File: config.mk
export PLATFORM = sky130hd
export DESIGN_NAME = mode1_max_acc_flat
export DESIGN_NICKNAME = d
export VERILOG_FILES = /design/src/rtl/mode1_max_acc_pkg.sv /design/src/rtl/mode1_max_acc_if.sv /design/src/rtl/mode1_max_acc_fp_max2.sv /design/src/rtl/mode1_max_acc.sv /design/src/flat_wrapper.sv
export SDC_FILE = /design/constraint.sdc
export NUM_CORES = 1
export LEC_CHECK = 0
export BUFFER_PORTS_ARGS = -buffer_cell sky130_fd_sc_hd__buf_2
export CORE_ASPECT_RATIO = 1.75
export CORE_MARGIN = 5
export CORE_UTILIZATION = 50
export CTS_CLUSTER_DIAMETER = 150
export DETAILED_ROUTE_END_ITERATION = 10
export PLACE_DENSITY = 0.72
export SETUP_SLACK_MARGIN = 0.05
export SLEW_MARGIN = 20
export SYNTH_ARGS = -nofsm -noshare
export SYNTH_HDL_FRONTEND = slang
export SYNTH_SLANG_ARGS = --single-unit
File: constraint.sdc
create_clock -name clk -period 14.05 [get_ports clk]
set_input_delay 3.5125 -clock clk [delete_from_list [all_inputs] [get_ports clk]]
set_output_delay 3.5125 -clock clk [all_outputs]
set_load 0.005 [all_outputs]
File: src/rtl/mode1_max_acc_pkg.sv
// mode1_max_acc_pkg: shared widths, fp16 field layout and FSM encoding for the max-reduction front end.
package mode1_max_acc_pkg;
  localparam int DATAWIDTH = 16;
  localparam int EXPONENT  = 5;
  localparam int MANTISSA  = 10;
  localparam int CNT_WIDTH = 8;
  typedef logic [DATAWIDTH-1:0] fp_t;
  typedef logic [CNT_WIDTH-1:0] cnt_t;
  typedef enum logic [1:0] {IDLE = 2'd0, ACCUM = 2'd1, FLUSH = 2'd2, DONE = 2'd3} state_e;
endpackage

File: src/rtl/mode1_max_acc_if.sv
// mode1_max_acc_if: beat input stream plus registered row-maximum output handshake.
interface mode1_max_acc_if;
  import mode1_max_acc_pkg::*;
  logic in_valid;
  logic in_ready;
  logic in_last;
  fp_t  a_inp0;
  fp_t  a_inp1;
  fp_t  a_inp2;
  fp_t  a_inp3;
  fp_t  max_out;
  logic max_valid;
  logic max_ready;
  cnt_t beat_cnt;
  modport master (
    output in_valid, in_last, a_inp0, a_inp1, a_inp2, a_inp3, max_ready,
    input  in_ready, max_out, max_valid, beat_cnt
  );
  modport slave (
    input  in_valid, in_last, a_inp0, a_inp1, a_inp2, a_inp3, max_ready,
    output in_ready, max_out, max_valid, beat_cnt
  );
endinterface

File: src/rtl/mode1_max_acc_fp_max2.sv
// fp_max2: combinational fp16 max by sign/magnitude bit rule; ties (incl. +0 vs -0 with a=+0) return a.
module fp_max2
  import mode1_max_acc_pkg::*;
(
  input  fp_t a,
  input  fp_t b,
  output fp_t z
);
  logic sa, sb;
  logic [EXPONENT+MANTISSA-1:0] ma, mb;
  assign sa = a[DATAWIDTH-1];
  assign sb = b[DATAWIDTH-1];
  assign ma = a[EXPONENT+MANTISSA-1:0];
  assign mb = b[EXPONENT+MANTISSA-1:0];
  always_comb z = (sa != sb) ? (sa ? b : a) : sa ? ((ma <= mb) ? a : b) : ((ma >= mb) ? a : b);
endmodule

File: src/rtl/mode1_max_acc.sv
// mode1_max_acc: two-stage streaming row-max of 4-wide fp16 beats, held until the consumer takes it.
module mode1_max_acc
  import mode1_max_acc_pkg::*;
(
  input logic           clk,
  input logic           reset,
  mode1_max_acc_if.slave bus
);
  state_e state_q;
  cnt_t   beat_cnt_q;
  fp_t    max_out_q, m1_q, acc_q;
  logic   max_valid_q, s1_valid_q, s1_last_q, first_q;
  fp_t    m01, m23, m1_d, acc_in, acc_d;
  logic   in_ready, accept, row_done;
  fp_max2 u_max01 (.a(bus.a_inp0), .b(bus.a_inp1), .z(m01));
  fp_max2 u_max23 (.a(bus.a_inp2), .b(bus.a_inp3), .z(m23));
  fp_max2 u_max1  (.a(m01), .b(m23), .z(m1_d));
  // the first beat of a row compares m1 with itself, so one comparator covers load and accumulate
  assign acc_in = first_q ? m1_q : acc_q;
  fp_max2 u_acc (.a(acc_in), .b(m1_q), .z(acc_d));
  assign in_ready = ~reset & (state_q == IDLE || state_q == ACCUM);
  assign accept   = bus.in_valid & in_ready;
  assign row_done = s1_valid_q & s1_last_q;
  always_ff @(posedge clk) begin
    if (reset) begin
      state_q     <= IDLE;
      beat_cnt_q  <= '0;
      max_valid_q <= 1'b0;
    end else begin
      case (state_q)
        IDLE: if (accept) begin
          beat_cnt_q <= cnt_t'(1);
          state_q    <= bus.in_last ? FLUSH : ACCUM;
        end
        ACCUM: if (accept) begin
          beat_cnt_q <= &beat_cnt_q ? beat_cnt_q : beat_cnt_q + cnt_t'(1);
          state_q    <= bus.in_last ? FLUSH : ACCUM;
        end
        FLUSH: if (row_done) begin
          state_q     <= DONE;
          max_valid_q <= 1'b1;
        end
        DONE: if (bus.max_ready) begin
          state_q     <= IDLE;
          max_valid_q <= 1'b0;
        end
        default: state_q <= IDLE;
      endcase
    end
  end
  always_ff @(posedge clk) begin
    if (reset) begin
      s1_valid_q <= 1'b0;
      s1_last_q  <= 1'b0;
      m1_q       <= '0;
      acc_q      <= '0;
      first_q    <= 1'b1;
      max_out_q  <= '0;
    end else begin
      s1_valid_q <= accept;
      if (accept) begin
        m1_q      <= m1_d;
        s1_last_q <= bus.in_last;
      end
      if (s1_valid_q) begin
        acc_q   <= acc_d;
        first_q <= s1_last_q;
      end
      if (row_done) max_out_q <= acc_d;
    end
  end
  assign bus.in_ready  = in_ready;
  assign bus.max_out   = max_out_q;
  assign bus.max_valid = max_valid_q;
  assign bus.beat_cnt  = beat_cnt_q;
endmodule
File: src/flat_wrapper.sv
// flat-port wrapper written by rule: the top's interface ports become plain ports
module mode1_max_acc_flat import mode1_max_acc_pkg::*;
  (clk, reset, bus_in_valid, bus_in_last, bus_a_inp0, bus_a_inp1, bus_a_inp2, bus_a_inp3, bus_max_ready, bus_in_ready, bus_max_out, bus_max_valid, bus_beat_cnt);
  mode1_max_acc_if bus_i ();
  input logic clk;
  input logic reset;
  input wire logic [$bits(bus_i.in_valid)-1:0] bus_in_valid;
  input wire logic [$bits(bus_i.in_last)-1:0] bus_in_last;
  input wire logic [$bits(bus_i.a_inp0)-1:0] bus_a_inp0;
  input wire logic [$bits(bus_i.a_inp1)-1:0] bus_a_inp1;
  input wire logic [$bits(bus_i.a_inp2)-1:0] bus_a_inp2;
  input wire logic [$bits(bus_i.a_inp3)-1:0] bus_a_inp3;
  input wire logic [$bits(bus_i.max_ready)-1:0] bus_max_ready;
  output wire logic [$bits(bus_i.in_ready)-1:0] bus_in_ready;
  output wire logic [$bits(bus_i.max_out)-1:0] bus_max_out;
  output wire logic [$bits(bus_i.max_valid)-1:0] bus_max_valid;
  output wire logic [$bits(bus_i.beat_cnt)-1:0] bus_beat_cnt;
  assign bus_i.in_valid = bus_in_valid;
  assign bus_i.in_last = bus_in_last;
  assign bus_i.a_inp0 = bus_a_inp0;
  assign bus_i.a_inp1 = bus_a_inp1;
  assign bus_i.a_inp2 = bus_a_inp2;
  assign bus_i.a_inp3 = bus_a_inp3;
  assign bus_i.max_ready = bus_max_ready;
  assign bus_in_ready = bus_i.in_ready;
  assign bus_max_out = bus_i.max_out;
  assign bus_max_valid = bus_i.max_valid;
  assign bus_beat_cnt = bus_i.beat_cnt;
  mode1_max_acc u_core (.clk(clk), .reset(reset), .bus(bus_i));
endmodule
==> flow_metrics.env <==
export IMPL_hold_path_class="flip-flop to flip-flop"
export IMPL_finalWeightedCongestion=0.9022
export IMPL_postSynth_asyncResetShare_pct=0
export IMPL_clockBufferDepth=2
export IMPL_synthCells=689
export IMPL_hold_slack_ns=0.4822
export IMPL_hpwl_after_detailed_placement_um=11760
export IMPL_number_of_drc_markers_in_iteration_0=275
export IMPL_critPathKind="primary input to flip-flop"
export IMPL_syn_area_um2=5426
export IMPL_cp_depth=19
export IMPL_clk_insertion_delay_late_ns=0.33
export IMPL_insertedDiodeCount=0
export IMPL_timing_max_cap_violations=0
export IMPL_avgSynthCellArea_um2=7.876
export IMPL_synth_xor_xnor_area_share_pct=0.9684
export IMPL_grt_overflow_total=0
export IMPL_critPathLaunchType="primary input"
export IMPL_cp_required_ns=14.23
export IMPL_port_buffers=94
export IMPL_worst_hold_startpoint="u_core.bus.max_out[13]"
export IMPL_layout_nets=891
export IMPL_cts_repair_resize_count=0
export IMPL_vdd_ir_drop_worst_mv=0.1001
export IMPL_clk_pin_slew_ns=0.05
export IMPL_status="finished clean"
export IMPL_cts_htree_levels=3
export IMPL_cts_sinks=62
export IMPL_synth_distinct_cells=66
export IMPL_finalWorstPathRequiredPeriod_ns=8.190
export IMPL_detail_route_antenna_nets=0
export IMPL_end_kind="flip-flop"
export IMPL_synth_edff_count=0
export IMPL_synthesis_yosys_warnings=0
export IMPL_post_cts_repair_setup_buffers=0
export IMPL_part_of_the_cycle_the_worst_path_needs_pct=58.29
export IMPL_switching_share_pct=35.78
export IMPL_synth_seq_cells=62
export IMPL_vias_in_the_first_global_route=5444
export IMPL_total_routed_wirelength_um=15020
export IMPL_worst_slew_margin_rel_pct=30.96
export IMPL_rsz0062_at_grt="no"
export IMPL_ys_flop_type="sky130_fd_sc_hd__dfxtp_1"
export IMPL_worst_r2r_path_depth=12
export IMPL_critical_path_slowest_cell="sky130_fd_sc_hd__a21oi_2"
export IMPL_netlist_top_cell_by_area="sky130_fd_sc_hd__dfxtp_1"
export IMPL_post_place_ws_ns=5.529
export IMPL_synth_fa_ha_area_share_pct=14.99
export IMPL_min_delay_path_depth=2
export IMPL_internal_power_mw=0.4540
export IMPL_worst_clock_skew_ns=0.004035
export IMPL_yosys_mux_area_fraction_pct=8.554
export IMPL_die_height_um=147.8
export IMPL_worst_ep_arrival_time_ns=8.37
export IMPL_share_comb_of_total_power_pct=36.5
export IMPL_ys_seq_area_share_pct=22.87
export IMPL_synth_top_cells_by_area="sky130_fd_sc_hd__dfxtp_1 (23%), sky130_fd_sc_hd__ha_1 (15%), sky130_fd_sc_hd__mux2i_1 (8.3%)"
export IMPL_cp_cell_sequence="buf_2 > inv_1 > ha_1 > nand4_1 > nor4_4 > nor3_1 > nand3_1 > o31ai_2 > a21oi_2 > mux2i_1 > inv_1 > ha_1 > and3_1 > a221o_1 > a221oi_2 > nand3b_1 > o31a_4 > nand2_1 > o221ai_1"
export IMPL_avgViaCountPerCell=6.063
export IMPL_worst_slew_pin_transition_ns=1.033
export IMPL_setup_viol=0
export IMPL_yosys_area_top_type_share_pct=22.87
export IMPL_worst_reg2reg_path_endpoint="u_core.acc_q[0]"
export IMPL_crit_fanout=11
export IMPL_max_freq_mhz=122.1
export IMPL_fp_dieW_um=88.75
export IMPL_drive_above_1_share_pct=18.11
export IMPL_placedCellCount=876
export IMPL_placed_cell_area_um2=5907
export IMPL_setup_reg_to_reg_worst_slack_ns=9.91
export IMPL_postLayoutSetupSlackWorst_ns=5.860
export IMPL_slowest_cell_delay_on_critical_path_ns=0.61
export IMPL_setup_total_negative_slack_ns=0
export IMPL_floorplan_core_area_um2=10700
export IMPL_portion_of_total_power_attributed_to_the_clock_network_pct=35.0
export IMPL_num_vias=5408
export IMPL_report_final_slew_viol_count=0
export IMPL_synth_compound_gate_area_share_pct=20.31
export IMPL_number_of_antenna_violations_at_the_first_check_in_global_routing=0
export IMPL_library_cell_with_the_highest_instance_count_after_synthesis="sky130_fd_sc_hd__inv_1"
export IMPL_pin_count_of_the_biggest_net_entering_global_routing=61
export IMPL_placement_rows=50
export IMPL_fp_dieArea_um2=13120
export IMPL_power_leakage_nw=3.030
export IMPL_main_combinational_cell_family_by_area_after_synthesis="simple AND/OR/NAND/NOR gates"
export IMPL_io_pins=95
export IMPL_dr_pass1_iters=5
export IMPL_groute_usage_overall_pct=23.42
export IMPL_synth_fp_nets=823
export IMPL_power_per_cell_area_nw_per_um2=113.3
export IMPL_cpLargestDelayFamily="compound AO/OA/AOI/OAI gates"
export IMPL_critical_path_reg2reg_startpoint="u_core.first_q"
export IMPL_ctsRootBufferMaster="sky130_fd_sc_hd__clkbuf_16"
export IMPL_start_util_pct=50.73
export IMPL_drc=0
export IMPL_cts_hold_buf=0
export IMPL_synth_cells_most_frequent="sky130_fd_sc_hd__inv_1 (80), sky130_fd_sc_hd__nand2_1 (73), sky130_fd_sc_hd__ha_1 (65), sky130_fd_sc_hd__dfxtp_1 (62), sky130_fd_sc_hd__nand3_1 (60)"
export IMPL_cts_buffers_inserted=9
export IMPL_post_synth_and_or_nand_nor_area_fraction_pct=23.13
export IMPL_hold_path_end="u_core.bus.max_out[13]"
export IMPL_grt_pass1_wl_um=24900
export IMPL_critical_path_buf_inv_count=3
export IMPL_switchingPower_mw=0.2530
export IMPL_final_hold_viol_count=0
export IMPL_post_drt_wl_per_cell_um=16.84
export IMPL_area_delta_synth_final_pct=15.03
export IMPL_final_cells=892
export IMPL_final_cell_area_um2=6242
export IMPL_seq_power_share_pct=28.6
export IMPL_clock_tree_from_tritoncts="yes"
## final cells by class
type,instances,area [um^2]
Fill cell,995,4456
Multi-Input combinational cell,505,3699
Clock buffer,13,270.3
Tap cell,130,162.7
Timing Repair Buffer,98,500.5
Clock inverter,3,65.06
Inverter,81,304.0
Sequential cell,62,1241
## placed cells by master (no fill, tap or decap), drive strengths merged, types with 6 or more instances in the layout
| cell type | instances |
|---|---|
| buf | 98 |
| inv | 80 |
| nand2 | 73 |
| ha | 65 |
| dfxtp | 62 |
| nand3 | 60 |
| mux2i | 46 |
| nor2 | 41 |
| a21oi | 32 |
| nand4 | 25 |
| o221ai | 24 |
| o21ai | 19 |
| o311ai | 17 |
| or4 | 13 |
| clkbuf | 13 |
| a211oi | 9 |
| and2 | 6 |
| a31oi | 6 |
| nor3 | 6 |
## per-stage QoR
stage	utilization [%]	power [mW]
6_report	58.35	0.7070
5_1_grt	58.35	0.7458
4_1_cts	58.35	0.7078
3_5_place_dp	55.22	0.4608
3_3_place_gp	55.22	0.4507
2_1_floorplan	-	0.3936
## worst max path at each step
stage	start	to	slack (ns)
after detailed placement	bus_a_inp1[14]	u_core.m1_q[1]	5.53
after global routing	bus_a_inp1[4]	u_core.m1_q[3]	5.47
after global placement	bus_a_inp1[4]	u_core.m1_q[2]	5.68
after CTS	bus_a_inp1[4]	u_core.m1_q[1]	5.87
after floorplan	reset	bus_in_ready	6.21
final	bus_a_inp1[14]	u_core.m1_q[1]	5.86
## cells by family after synthesis
kind of cell	count (synthesis)
AO/OA/AOI/OAI	139
XOR/XNOR	6
adder cells (fa/ha/maj)	65
buffers and inverters	122
flip-flops	62
multiplexers	46
AND/OR/NAND/NOR	249
## power groups by stage
| stage | Sequential (mW) | Clock (mW) | Combinational (mW) |
|---|---|---|---|
| 2_1_floorplan | 0.200 | 0 | 0.193 |
| 3_3_place_gp | 0.204 | 0 | 0.246 |
| 3_5_place_dp | 0.205 | 0 | 0.255 |
| 4_1_cts | 0.202 | 0.250 | 0.256 |
| 5_1_grt | 0.204 | 0.255 | 0.287 |
| 6_report | 0.202 | 0.247 | 0.258 |
## routing by layer
layer  vias to the layer above  wire, um  global-route usage, %
li1                       2667         -                      -
met1                      2540      5642                  24.88
met2                       163      8139                  43.71
met3                        38       642                  2.956
met4                         0       592                  10.97
met5                         -         0                      0
## tightest hold or removal path, cell delays in order, from the launching register on
cell and delay [ns]:
sky130_fd_sc_hd__dfxtp_1 0.30, sky130_fd_sc_hd__nand3_1 0.06, sky130_fd_sc_hd__nand3_1 0.07
## registers in the layout, indices dropped and copies added, names as in the netlist
| name | flops |
|---|---|
| u_core.acc_q | 16 |
| u_core.bus.beat_cnt | 8 |
| u_core.bus.max_out | 16 |
| u_core.bus.max_valid | 1 |
| u_core.first_q | 1 |
| u_core.m1_q | 16 |
| u_core.s1_last_q | 1 |
| u_core.s1_valid_q | 1 |
| u_core.state_q | 2 |
No activity file was read; power rests on OpenSTA's default activity.
